[src/rtl/range_stream_tx_pkg.sv]
// Shared types and defaults for the range-finder stream transmitter.
package range_pkg;

    localparam int DATA_W_DEF = 8;
    localparam int DEPTH_DEF  = 8;
    localparam int CNT_W      = 4;

    typedef enum logic {
        IDLE = 1'b0,
        SEND = 1'b1
    } state_t;

endpackage

[src/rtl/range_stream_tx_if.sv]
// Load/start/stream/status bundle between the transmitter and its user.
interface range_stream_tx_if
    import range_pkg::*;
#(
    parameter int DATA_W = DATA_W_DEF
);
    logic              load_valid;
    logic [DATA_W-1:0] load_data;
    logic              load_ready;
    logic              start;
    logic [DATA_W-1:0] tx_data;
    logic              tx_go;
    logic              tx_finish;
    logic              busy;
    logic              done;
    logic              start_err;
    logic [CNT_W-1:0]  count;
    logic [DATA_W-1:0] expected_range;

    modport master (
        output load_valid, load_data, start,
        input  load_ready, tx_data, tx_go, tx_finish, busy, done,
               start_err, count, expected_range
    );

    modport slave (
        input  load_valid, load_data, start,
        output load_ready, tx_data, tx_go, tx_finish, busy, done,
               start_err, count, expected_range
    );
endinterface

[src/rtl/range_stream_tx_sample_buf.sv]
// DEPTH x DATA_W sample register file: one write port, one asynchronous read port.
module sample_buf
    import range_pkg::*;
#(
    parameter int DEPTH  = DEPTH_DEF,
    parameter int DATA_W = DATA_W_DEF
) (
    input  logic              clock,
    input  logic              reset,
    input  logic              i_we,
    input  logic [CNT_W-1:0]  i_waddr,
    input  logic [DATA_W-1:0] i_wdata,
    input  logic [CNT_W-1:0]  i_raddr,
    output logic [DATA_W-1:0] o_rdata
);
    localparam int               AW      = $clog2(DEPTH);
    localparam logic [CNT_W-1:0] DEPTH_C = CNT_W'(DEPTH);

    logic [DATA_W-1:0] r_mem [DEPTH];

    // Sample storage; out-of-range writes are dropped.
    always_ff @(posedge clock or posedge reset) begin
        if (reset) begin
            for (int i = 0; i < DEPTH; i++) begin
                r_mem[i] <= '0;
            end
        end else if (i_we && (i_waddr < DEPTH_C)) begin
            r_mem[i_waddr[AW-1:0]] <= i_wdata;
        end
    end

    assign o_rdata = (i_raddr < DEPTH_C) ? r_mem[i_raddr[AW-1:0]] : '0;

endmodule

[src/rtl/range_stream_tx.sv]
// Buffers samples, streams them as a framed burst and reports the frame's max-min range.
module range_stream_tx
    import range_pkg::*;
#(
    parameter int DEPTH  = DEPTH_DEF,
    parameter int DATA_W = DATA_W_DEF
) (
    input  logic                clock,
    input  logic                reset,
    range_stream_tx_if.slave    bus
);
    localparam logic [CNT_W-1:0] DEPTH_C = CNT_W'(DEPTH);

    state_t            r_state;
    state_t            w_state_nxt;
    logic [CNT_W-1:0]  r_count;
    logic [CNT_W-1:0]  r_idx;
    logic [DATA_W-1:0] r_max;
    logic [DATA_W-1:0] r_min;
    logic [DATA_W-1:0] r_range;
    logic              r_done;
    logic              r_start_err;

    logic [DATA_W-1:0] w_rdata;
    logic              w_send;
    logic              w_load_ready;
    logic              w_load_fire;
    logic [CNT_W-1:0]  w_count_post;
    logic              w_go;
    logic              w_finish;
    logic              w_start_ok;
    logic              w_start_rej;
    logic [DATA_W-1:0] w_max_upd;
    logic [DATA_W-1:0] w_min_upd;

    sample_buf #(
        .DEPTH  (DEPTH),
        .DATA_W (DATA_W)
    ) u_buf (
        .clock   (clock),
        .reset   (reset),
        .i_we    (w_load_fire),
        .i_waddr (r_count),
        .i_wdata (bus.load_data),
        .i_raddr (r_idx),
        .o_rdata (w_rdata)
    );

    assign w_send       = (r_state == SEND);
    assign w_load_ready = (r_state == IDLE) && (r_count < DEPTH_C);
    assign w_load_fire  = w_load_ready && bus.load_valid;
    // A load coinciding with start counts toward the start decision.
    assign w_count_post = r_count + CNT_W'(w_load_fire);
    assign w_go         = w_send && (r_idx == {CNT_W{1'b0}});
    assign w_finish     = w_send && (r_idx == (r_count - 4'd1));

    // Next-state and start acceptance.
    always_comb begin
        w_state_nxt = r_state;
        w_start_ok  = 1'b0;
        w_start_rej = 1'b0;
        case (r_state)
            IDLE: begin
                if (bus.start) begin
                    if (w_count_post >= 4'd2) begin
                        w_state_nxt = SEND;
                        w_start_ok  = 1'b1;
                    end else begin
                        w_start_rej = 1'b1;
                    end
                end else begin
                    w_state_nxt = IDLE;
                end
            end
            SEND: begin
                if (w_finish) begin
                    w_state_nxt = IDLE;
                end else begin
                    w_state_nxt = SEND;
                end
            end
            default: begin
                w_state_nxt = IDLE;
            end
        endcase
    end

    // Running extremes including the sample currently on the stream.
    always_comb begin
        w_max_upd = r_max;
        w_min_upd = r_min;
        if (w_go) begin
            w_max_upd = w_rdata;
            w_min_upd = w_rdata;
        end else begin
            w_max_upd = (w_rdata > r_max) ? w_rdata : r_max;
            w_min_upd = (w_rdata < r_min) ? w_rdata : r_min;
        end
    end

    // State register.
    always_ff @(posedge clock or posedge reset) begin
        if (reset) begin
            r_state <= IDLE;
        end else begin
            r_state <= w_state_nxt;
        end
    end

    // Fill level, stream index, range tracking and status pulses.
    always_ff @(posedge clock or posedge reset) begin
        if (reset) begin
            r_count     <= '0;
            r_idx       <= '0;
            r_max       <= '0;
            r_min       <= '0;
            r_range     <= '0;
            r_done      <= 1'b0;
            r_start_err <= 1'b0;
        end else begin
            r_done      <= w_finish;
            r_start_err <= w_start_rej;
            if (w_finish) begin
                r_count <= '0;
            end else if (w_load_fire) begin
                r_count <= r_count + 4'd1;
            end
            if (w_start_ok || w_finish) begin
                r_idx <= '0;
            end else if (w_send) begin
                r_idx <= r_idx + 4'd1;
            end
            if (w_send) begin
                r_max <= w_max_upd;
                r_min <= w_min_upd;
            end
            if (w_finish) begin
                r_range <= w_max_upd - w_min_upd;
            end
        end
    end

    assign bus.load_ready     = w_load_ready;
    assign bus.tx_data        = w_send ? w_rdata : '0;
    assign bus.tx_go          = w_go;
    assign bus.tx_finish      = w_finish;
    assign bus.busy           = w_send;
    assign bus.done           = r_done;
    assign bus.start_err      = r_start_err;
    assign bus.count          = r_count;
    assign bus.expected_range = r_range;

endmodule

[src/flat_wrapper.sv]
// flat-port wrapper written by rule: the top's interface ports become plain ports
module range_stream_tx_flat import range_pkg::*;
#(
    parameter int DEPTH  = DEPTH_DEF,
    parameter int DATA_W = DATA_W_DEF
)
  (clock, reset, bus_load_valid, bus_load_data, bus_start, bus_load_ready, bus_tx_data, bus_tx_go, bus_tx_finish, bus_busy, bus_done, bus_start_err, bus_count, bus_expected_range);
  range_stream_tx_if #(.DATA_W(DATA_W)) bus_i ();
  input  logic clock;
  input  logic reset;
  input wire logic [$bits(bus_i.load_valid)-1:0] bus_load_valid;
  input wire logic [$bits(bus_i.load_data)-1:0] bus_load_data;
  input wire logic [$bits(bus_i.start)-1:0] bus_start;
  output wire logic [$bits(bus_i.load_ready)-1:0] bus_load_ready;
  output wire logic [$bits(bus_i.tx_data)-1:0] bus_tx_data;
  output wire logic [$bits(bus_i.tx_go)-1:0] bus_tx_go;
  output wire logic [$bits(bus_i.tx_finish)-1:0] bus_tx_finish;
  output wire logic [$bits(bus_i.busy)-1:0] bus_busy;
  output wire logic [$bits(bus_i.done)-1:0] bus_done;
  output wire logic [$bits(bus_i.start_err)-1:0] bus_start_err;
  output wire logic [$bits(bus_i.count)-1:0] bus_count;
  output wire logic [$bits(bus_i.expected_range)-1:0] bus_expected_range;
  assign bus_i.load_valid = bus_load_valid;
  assign bus_i.load_data = bus_load_data;
  assign bus_i.start = bus_start;
  assign bus_load_ready = bus_i.load_ready;
  assign bus_tx_data = bus_i.tx_data;
  assign bus_tx_go = bus_i.tx_go;
  assign bus_tx_finish = bus_i.tx_finish;
  assign bus_busy = bus_i.busy;
  assign bus_done = bus_i.done;
  assign bus_start_err = bus_i.start_err;
  assign bus_count = bus_i.count;
  assign bus_expected_range = bus_i.expected_range;
  range_stream_tx #(.DEPTH(DEPTH), .DATA_W(DATA_W)) u_core (.clock(clock), .reset(reset), .bus(bus_i));
endmodule
[config.mk]
export PLATFORM = sky130hd
export DESIGN_NAME = range_stream_tx_flat
export DESIGN_NICKNAME = d
export VERILOG_FILES = /design/src/rtl/range_stream_tx_pkg.sv /design/src/rtl/range_stream_tx_if.sv /design/src/rtl/range_stream_tx_sample_buf.sv /design/src/rtl/range_stream_tx.sv /design/src/flat_wrapper.sv
export SDC_FILE = /design/constraint.sdc
export NUM_CORES = 1
export LEC_CHECK = 0
export ABC_AREA = 1
export CAP_MARGIN = 25
export CORE_MARGIN = 3
export CORE_UTILIZATION = 50
export CTS_BUF_LIST = sky130_fd_sc_hd__clkbuf_8
export DETAILED_ROUTE_END_ITERATION = 10
export GPL_TIMING_DRIVEN = 0
export PLACE_DENSITY_LB_ADDON = 0.15
export SYNTH_ARGS = -nofsm -noshare
export SYNTH_HDL_FRONTEND = slang
export SYNTH_SLANG_ARGS = --single-unit
export TNS_END_PERCENT = 100
[constraint.sdc]
create_clock -name clock -period 5.7 [get_ports clock]
set_clock_uncertainty 0.15 [all_clocks]
set_input_delay 1.14 -clock clock [delete_from_list [all_inputs] [get_ports clock]]
set_output_delay 1.14 -clock clock [all_outputs]
set_load 0.005 [all_outputs]
### Word-level counts from Yosys, hierarchy flattened

Cells that the tools add are included.

* $add $sub $neg: 5
* $lt $le $gt $ge: 8
* equality and inequality tests: 1
* mux-type cells: 24
* bitwise operators: 3
* reductions and logical operators: 10

Operator list (count)
* 2-to-1 mux 8 bit: 9
* bitwise mux 64 bit: 1
* binary-select mux 8 bit (select 3 bit): 1
* demux 8 bit (select 3 bit): 1
* 2-to-1 mux 4 bit: 4
* adder 4 x 1 -> 4 bit (second input constant): 2
* >= comparator 4 bit (second input constant): 2
* greater-than comparator 8 bit: 1
* < comparator 4 bit (second input constant): 2
* < comparator 8 bit: 1
* inverter 3 -> 4 bit: 2
* subtractor 8 bit: 1
* 2-to-1 mux 1 bit: 7
* logical AND 1 bit: 6
* adder 4 x 1 -> 4 bit: 1
* equality test 4 bit: 1
* >= comparator 4 x 2 -> 1 bit (second input constant): 1
* logical NOT 4 bit: 1
* < comparator 4 x 1 -> 1 bit (second input constant): 1
* nonzero test 2 bit: 2
* subtractor 4 x 1 -> 4 bit (second input constant): 1
* one-hot mux 1 bit (2 select lines): 1
* logical OR 1 bit: 1
* inverter 1 bit: 1

* register bits after elaboration: 99
* input bits: 12
* output and inout bits: 26
* word-level logic and storage cells: 67

### Longest topological paths before layout

* depth in word-level cells: 10
* depth in mapped cells: 35
* depth with buffers taken out: 33

### Modules after synthesis

From an unflattened synthesis, not the netlist that was laid out.

* cells, all modules: 818
* area total of the unflattened synthesis: 5875.6 sq um

By module, submodules not included
* sample_buf: instances 1, cells each 444, area each 3236.9 sq um, seq. area each 1601.5 sq um
* range_stream_tx: instances 1, cells each 374, area each 2638.8 sq um, seq. area each 875.8 sq um

### Worst setup path after synthesis

Ideal clock, no wire load.

* path type: flip-flop to flip-flop
* start: register u_core.r_idx[0]
* end: register u_core.r_range[7], in the netlist u_core.bus.expected_range[7]
* library setup time: 0.117 ns
* arrival time: 3.874 ns
* slack: 1.559 ns
* stages on the path, launching flop included: 35
* path buffers: 5
* cell sequence: dfrtp_1 -> buf_6 -> buf_6 -> buf_6 -> buf_2 -> o21ai_0 -> o21ai_0 -> nand2_1 -> nand2_1 -> ha_1 -> nand2_1 -> inv_1 -> nand2_1 -> inv_2 -> nand2_1 -> nand2_1 -> nand2_1 -> nand2_1 -> nand2_2 -> nand2_4 -> buf_2 -> nand2_1 -> o21ai_0 -> ha_1 -> nand2_1 -> o21ai_0 -> a21oi_1 -> o21ai_0 -> nand2_1 -> a21oi_1 -> nor2_1 -> o211ai_1 -> nand3_1 -> nand3_1 -> nand2_1

* longest elaborated chain between the ends: 9
* elaborated cells on any way between the ends: 17
* those cells by class: 1 x add/sub; 3 x order compare; 1 x eq/ne; 8 x mux; 1 x bitwise; 3 x reduce/logical

RTL lines
* start, declared: RTL line range_stream_tx.sv:17 `logic [CNT_W-1:0] r_idx;`
* start signal, assigned: RTL line range_stream_tx.sv:131 `r_idx <= r_idx + 4'd1;`
* inverter 3 -> 4 bit (not written as such): RTL line range_stream_tx_sample_buf.sv:32 `assign o_rdata = (i_raddr < DEPTH_C) ? r_mem[i_raddr[AW-1:0]] : '0;`
* binary-select mux 8 bit (select 3 bit): RTL line range_stream_tx_sample_buf.sv:32
* 2-to-1 mux 8 bit (not written as such) (2 in series): RTL line range_stream_tx_sample_buf.sv:32
* 2-to-1 mux 8 bit: RTL line range_stream_tx_sample_buf.sv:32
* greater-than comparator 8 bit: RTL line range_stream_tx.sv:96 `w_max_upd = (w_rdata > r_max) ? w_rdata : r_max;`
* 2-to-1 mux 8 bit: RTL line range_stream_tx.sv:96
* 2-to-1 mux 8 bit (*): RTL line range_stream_tx.sv:92 `if (w_go) begin`
* named net u_core.w_max_upd[2]: RTL line range_stream_tx.sv:33 `logic [DATA_W-1:0] w_max_upd;`
* subtractor 8 bit (*): RTL line range_stream_tx.sv:138 `r_range <= w_max_upd - w_min_upd;`
* end signal, assigned: RTL line range_stream_tx.sv:138
* end, declared: RTL line range_stream_tx.sv:20 `logic [DATA_W-1:0] r_range;`

Mark *: on every way through the listed nets, which the timed path passes. The rest lies on a longest branch. The select of a mux whose other input is x is not followed.
A chain may end at the register's enable or synchronous reset.

### Worst setup path in the final report

Ends and elaborated chain as after synthesis.

==> run_summary.xml <==
<?xml version="1.0" encoding="UTF-8"?>
<metrics>
  <group name="logic_synthesis">
    <metric name="cell_accounting_for_the_most_synthesized_area" unit="">sky130_fd_sc_hd__dfrtp_1</metric>
    <metric name="synth_seq_cells" unit="">99</metric>
    <metric name="post_synth_fa_ha_maj_area_fraction" unit="">0.0656</metric>
    <metric name="synth.yosys.warnings" unit="">0</metric>
    <metric name="yosys-mux-area-fraction" unit="">0</metric>
    <metric name="synthDistinctLibCells" unit="">37</metric>
    <metric name="synthesis.area" unit="um2">5450</metric>
    <metric name="yosys-top-cells-area" unit="">sky130_fd_sc_hd__dfrtp_1, sky130_fd_sc_hd__nand2_1, sky130_fd_sc_hd__o21ai_0</metric>
    <metric name="post_synth.cell_area_avg" unit="um2">7.80</metric>
    <metric name="synth_xor_xnor_area_share" unit="">0.0145</metric>
    <metric name="synth_top_area_share" unit="">0.454</metric>
    <metric name="yosys.area_share.simple" unit="">0.218</metric>
    <metric name="yosysSeqAreaShare" unit="">0.454</metric>
    <metric name="synth-compound-area-share" unit="">0.163</metric>
    <metric name="synth_nets" unit="">739</metric>
    <metric name="netlist_instances" unit="">699</metric>
    <metric name="dominant_combinational_cell_family_by_area_after_synthesis" unit="">simple AND/OR/NAND/NOR gates</metric>
  </group>
  <group name="route">
    <metric name="total_iterations_of_the_first_detailed_routing_run" unit="">5</metric>
    <metric name="detail_route.wirelength" unit="um">14300</metric>
    <metric name="detail_route.iter0.violations" unit="">259</metric>
    <metric name="dr_total_vias" unit="">4811</metric>
    <metric name="per_cell_via_count_in_the_routed_design" unit="">5.41</metric>
    <metric name="route.detailed.wl_per_inst" unit="um">16.1</metric>
    <metric name="route.detailed.drc" unit="">0</metric>
    <metric name="ant_nets" unit="">0</metric>
  </group>
  <group name="global_routing">
    <metric name="gr-usage-all-layers" unit="">0.242</metric>
    <metric name="wire_length_of_the_first_global_routing_pass" unit="um">23600</metric>
    <metric name="grt_max_degree" unit="">68</metric>
    <metric name="initial_antenna_violation_count" unit="">0</metric>
    <metric name="gr-max-usage-layer" unit="">met2</metric>
    <metric name="globalRouteMet3Util" unit="">0.0559</metric>
    <metric name="global_route.overflow_total" unit="">0</metric>
    <metric name="first_global_vias" unit="">4845</metric>
    <metric name="gr-usage-met1" unit="">0.293</metric>
    <metric name="global_route.usage.met2" unit="">0.408</metric>
  </group>
  <group name="placed_design">
    <metric name="place.port_buffers" unit="">37</metric>
    <metric name="gp_congestion" unit="">0.900</metric>
    <metric name="hpwl" unit="um">10200</metric>
  </group>
  <group name="floorplanning">
    <metric name="die-area" unit="um2">12200</metric>
    <metric name="die_y" unit="um">110</metric>
    <metric name="pin_count" unit="">38</metric>
    <metric name="chipWidth" unit="um">110</metric>
    <metric name="floorplan.core_area" unit="um2">10500</metric>
    <metric name="rows" unit="">37</metric>
    <metric name="initial_utilization" unit="">0.521</metric>
  </group>
  <group name="clock_network">
    <metric name="clkSinkCount" unit="">99</metric>
    <metric name="cts_setup_buffers" unit="">0</metric>
    <metric name="cts_inserted_buffers" unit="">9</metric>
    <metric name="cts.reportedPaths.clkPinSlew" unit="ps">110</metric>
    <metric name="tritoncts" unit="">done</metric>
    <metric name="cts.root.buffer_cell" unit="">sky130_fd_sc_hd__clkbuf_8</metric>
    <metric name="clock_latency" unit="ps">390</metric>
    <metric name="cts.repair.resized" unit="">0</metric>
    <metric name="cts.path.max_buffers" unit="">2</metric>
    <metric name="cts_htree_levels" unit="">3</metric>
    <metric name="holdBufCountCts" unit="">0</metric>
  </group>
  <group name="finish">
    <metric name="final_layout_size_suffix_gt1_frac" unit="">0.0744</metric>
    <metric name="nets" unit="">788</metric>
    <metric name="layout_commonest_cell" unit="">sky130_fd_sc_hd__nand2_1</metric>
    <metric name="mostFrequentLayoutCells" unit="">sky130_fd_sc_hd__nand2_1, sky130_fd_sc_hd__o21ai_0, sky130_fd_sc_hd__dfrtp_1</metric>
    <metric name="area_growth_syn_to_layout" unit="%">14.1</metric>
    <metric name="num-fill-cells" unit="">994</metric>
    <metric name="diodes" unit="">0</metric>
  </group>
  <group name="timing">
    <metric name="min_period" unit="ps">5090</metric>
    <metric name="worst_slew_pin_slew" unit="ps">727</metric>
    <metric name="slew_headroom" unit="">0.513</metric>
    <metric name="final-setup-viol-count" unit="">0</metric>
    <metric name="fmax" unit="MHz">196</metric>
    <metric name="unrepaired_setup_endpoints_after_global_routing" unit="">false</metric>
    <metric name="timing.final.max_slew_violations" unit="">0</metric>
    <metric name="fin_crit_sh" unit="">0.894</metric>
    <metric name="final_hold_viol_count" unit="">0</metric>
    <metric name="setup_tns" unit="ps">0</metric>
  </group>
  <group name="worst_setup_path">
    <metric name="setup.worst_path.class" unit="">reg -&gt; reg</metric>
    <metric name="worst_setup_path_start_kind" unit="">flop</metric>
    <metric name="cpMostUsedCell" unit="">sky130_fd_sc_hd__nand2_1</metric>
    <metric name="cp_slowest_stage_delay" unit="ps">400</metric>
    <metric name="cp.arrival" unit="ps">5230</metric>
    <metric name="critical_path_s_slowest_cell" unit="">sky130_fd_sc_hd__dfrtp_1</metric>
    <metric name="cp_data_required_time" unit="ps">5830</metric>
    <metric name="critical_path_sink_type" unit="">flop</metric>
    <metric name="critical_path_peak_fanout" unit="">10</metric>
  </group>
  <group name="min_path">
    <metric name="timing.hold.worst.class" unit="">reg -&gt; reg</metric>
  </group>
  <group name="outcome">
    <metric name="outcome" unit="">complete, no violations</metric>
  </group>
  <group name="job">
    <metric name="max_cap_violations" unit="">0</metric>
  </group>
</metrics>
-- state kept, by name, summed over array words and instances, names as in the netlist, named ones only --
name / flops
u_core.bus.done: 1
u_core.u_buf.r_mem: 64
u_core.bus.count: 4
u_core.r_max: 7
u_core.bus.busy: 1
u_core.bus.expected_range: 8
u_core.bus.start_err: 1
u_core.r_min: 8
u_core.r_idx: 4
-- metrics by stage --
step / setup WS (ps) / util / cells / hold WS, ps / instance area [um2]
2_1_floorplan: 1560 / - / 699 / 298 / 5450
3_3_place_gp: 233 / 0.573 / 872 / 313 / 5990
3_5_place_dp: 657 / 0.576 / 873 / 318 / 6020
4_1_cts: 599 / 0.595 / 889 / 343 / 6220
5_1_grt: 180 / 0.595 / 889 / 364 / 6220
6_report: 606 / 0.595 / 889 / 341 / 6220
-- critical path, delay by kind of cell (launching register included) --
kind,cells,cell delay [ps]
AOI/OAI and AO/OA,9,1630
buffers and inverters,4,890
adders and majority gates,2,660
and+or+nand+nor,14,1240
DFF,1,400
-- cell type report --
class                   instances  area [um2]  share of cell area
flip-flops and latches         99        2480               0.398
well taps                     136         170              0.0273
repair buffers                 38         398              0.0639
multi-input cells             491        2510               0.404
inverters                      81         309              0.0497
clock inverters                 7        75.1              0.0121
clock buffers                   9         124              0.0199
plain buffers                  28         154              0.0247
-- cells in the mapped netlist (all sizes together) --
library cell and instances:
ha 27, nand4 2, inv 80, o31ai 1, clkbuf 13, buf 15, nand2 201, a211oi 2
nor3 3, a2111oi 1, o211ai 1, o21ai 132, fa 1, xnor2 3, clkinv 1, a21oi 25
a22oi 1, o21a 1, nor2 52, nand3b 1, nand3 25, xor2 6, o22ai 6, dfrtp 99
-- logic make-up after synthesis --
| group | after synthesis |
|---|---|
| AND/OR/NAND/NOR | 284 |
| adder cells (fa/ha/maj) | 28 |
| flip-flops | 99 |
| buffers and inverters | 109 |
| XOR/XNOR | 9 |
| AO/OA/AOI/OAI | 170 |
-- metal layers --
layer  share of wire  up-vias  routed length, um
met5               0        -                  0
met4           0.036        0                514
met3           0.044       31                631
met2            0.48      124               6910
met1            0.44     2306               6230
li1                -     2350                  -
-- path summary, 6_finish.rpt --
check / slack (ps) / cells after the start / to / start
max: 610 / 29 / u_core.bus.expected_range[7] / u_core.r_idx[0]
min: 340 / 2 / u_core.u_buf.r_mem[26] / u_core.u_buf.r_mem[26]
max reg2reg: 610 / 29 / u_core.bus.expected_range[7] / u_core.r_idx[0]
min reg2reg: 340 / 2 / u_core.u_buf.r_mem[26] / u_core.u_buf.r_mem[26]
max in group asynchronous: 3770 / 3 / u_core.u_buf.r_mem[43] / reset
min in group asynchronous: 960 / 2 / u_core.bus.expected_range[6] / reset
Power is not shown: default switching activity piles up to over one toggle a cycle in this logic, so the estimate is an artifact.
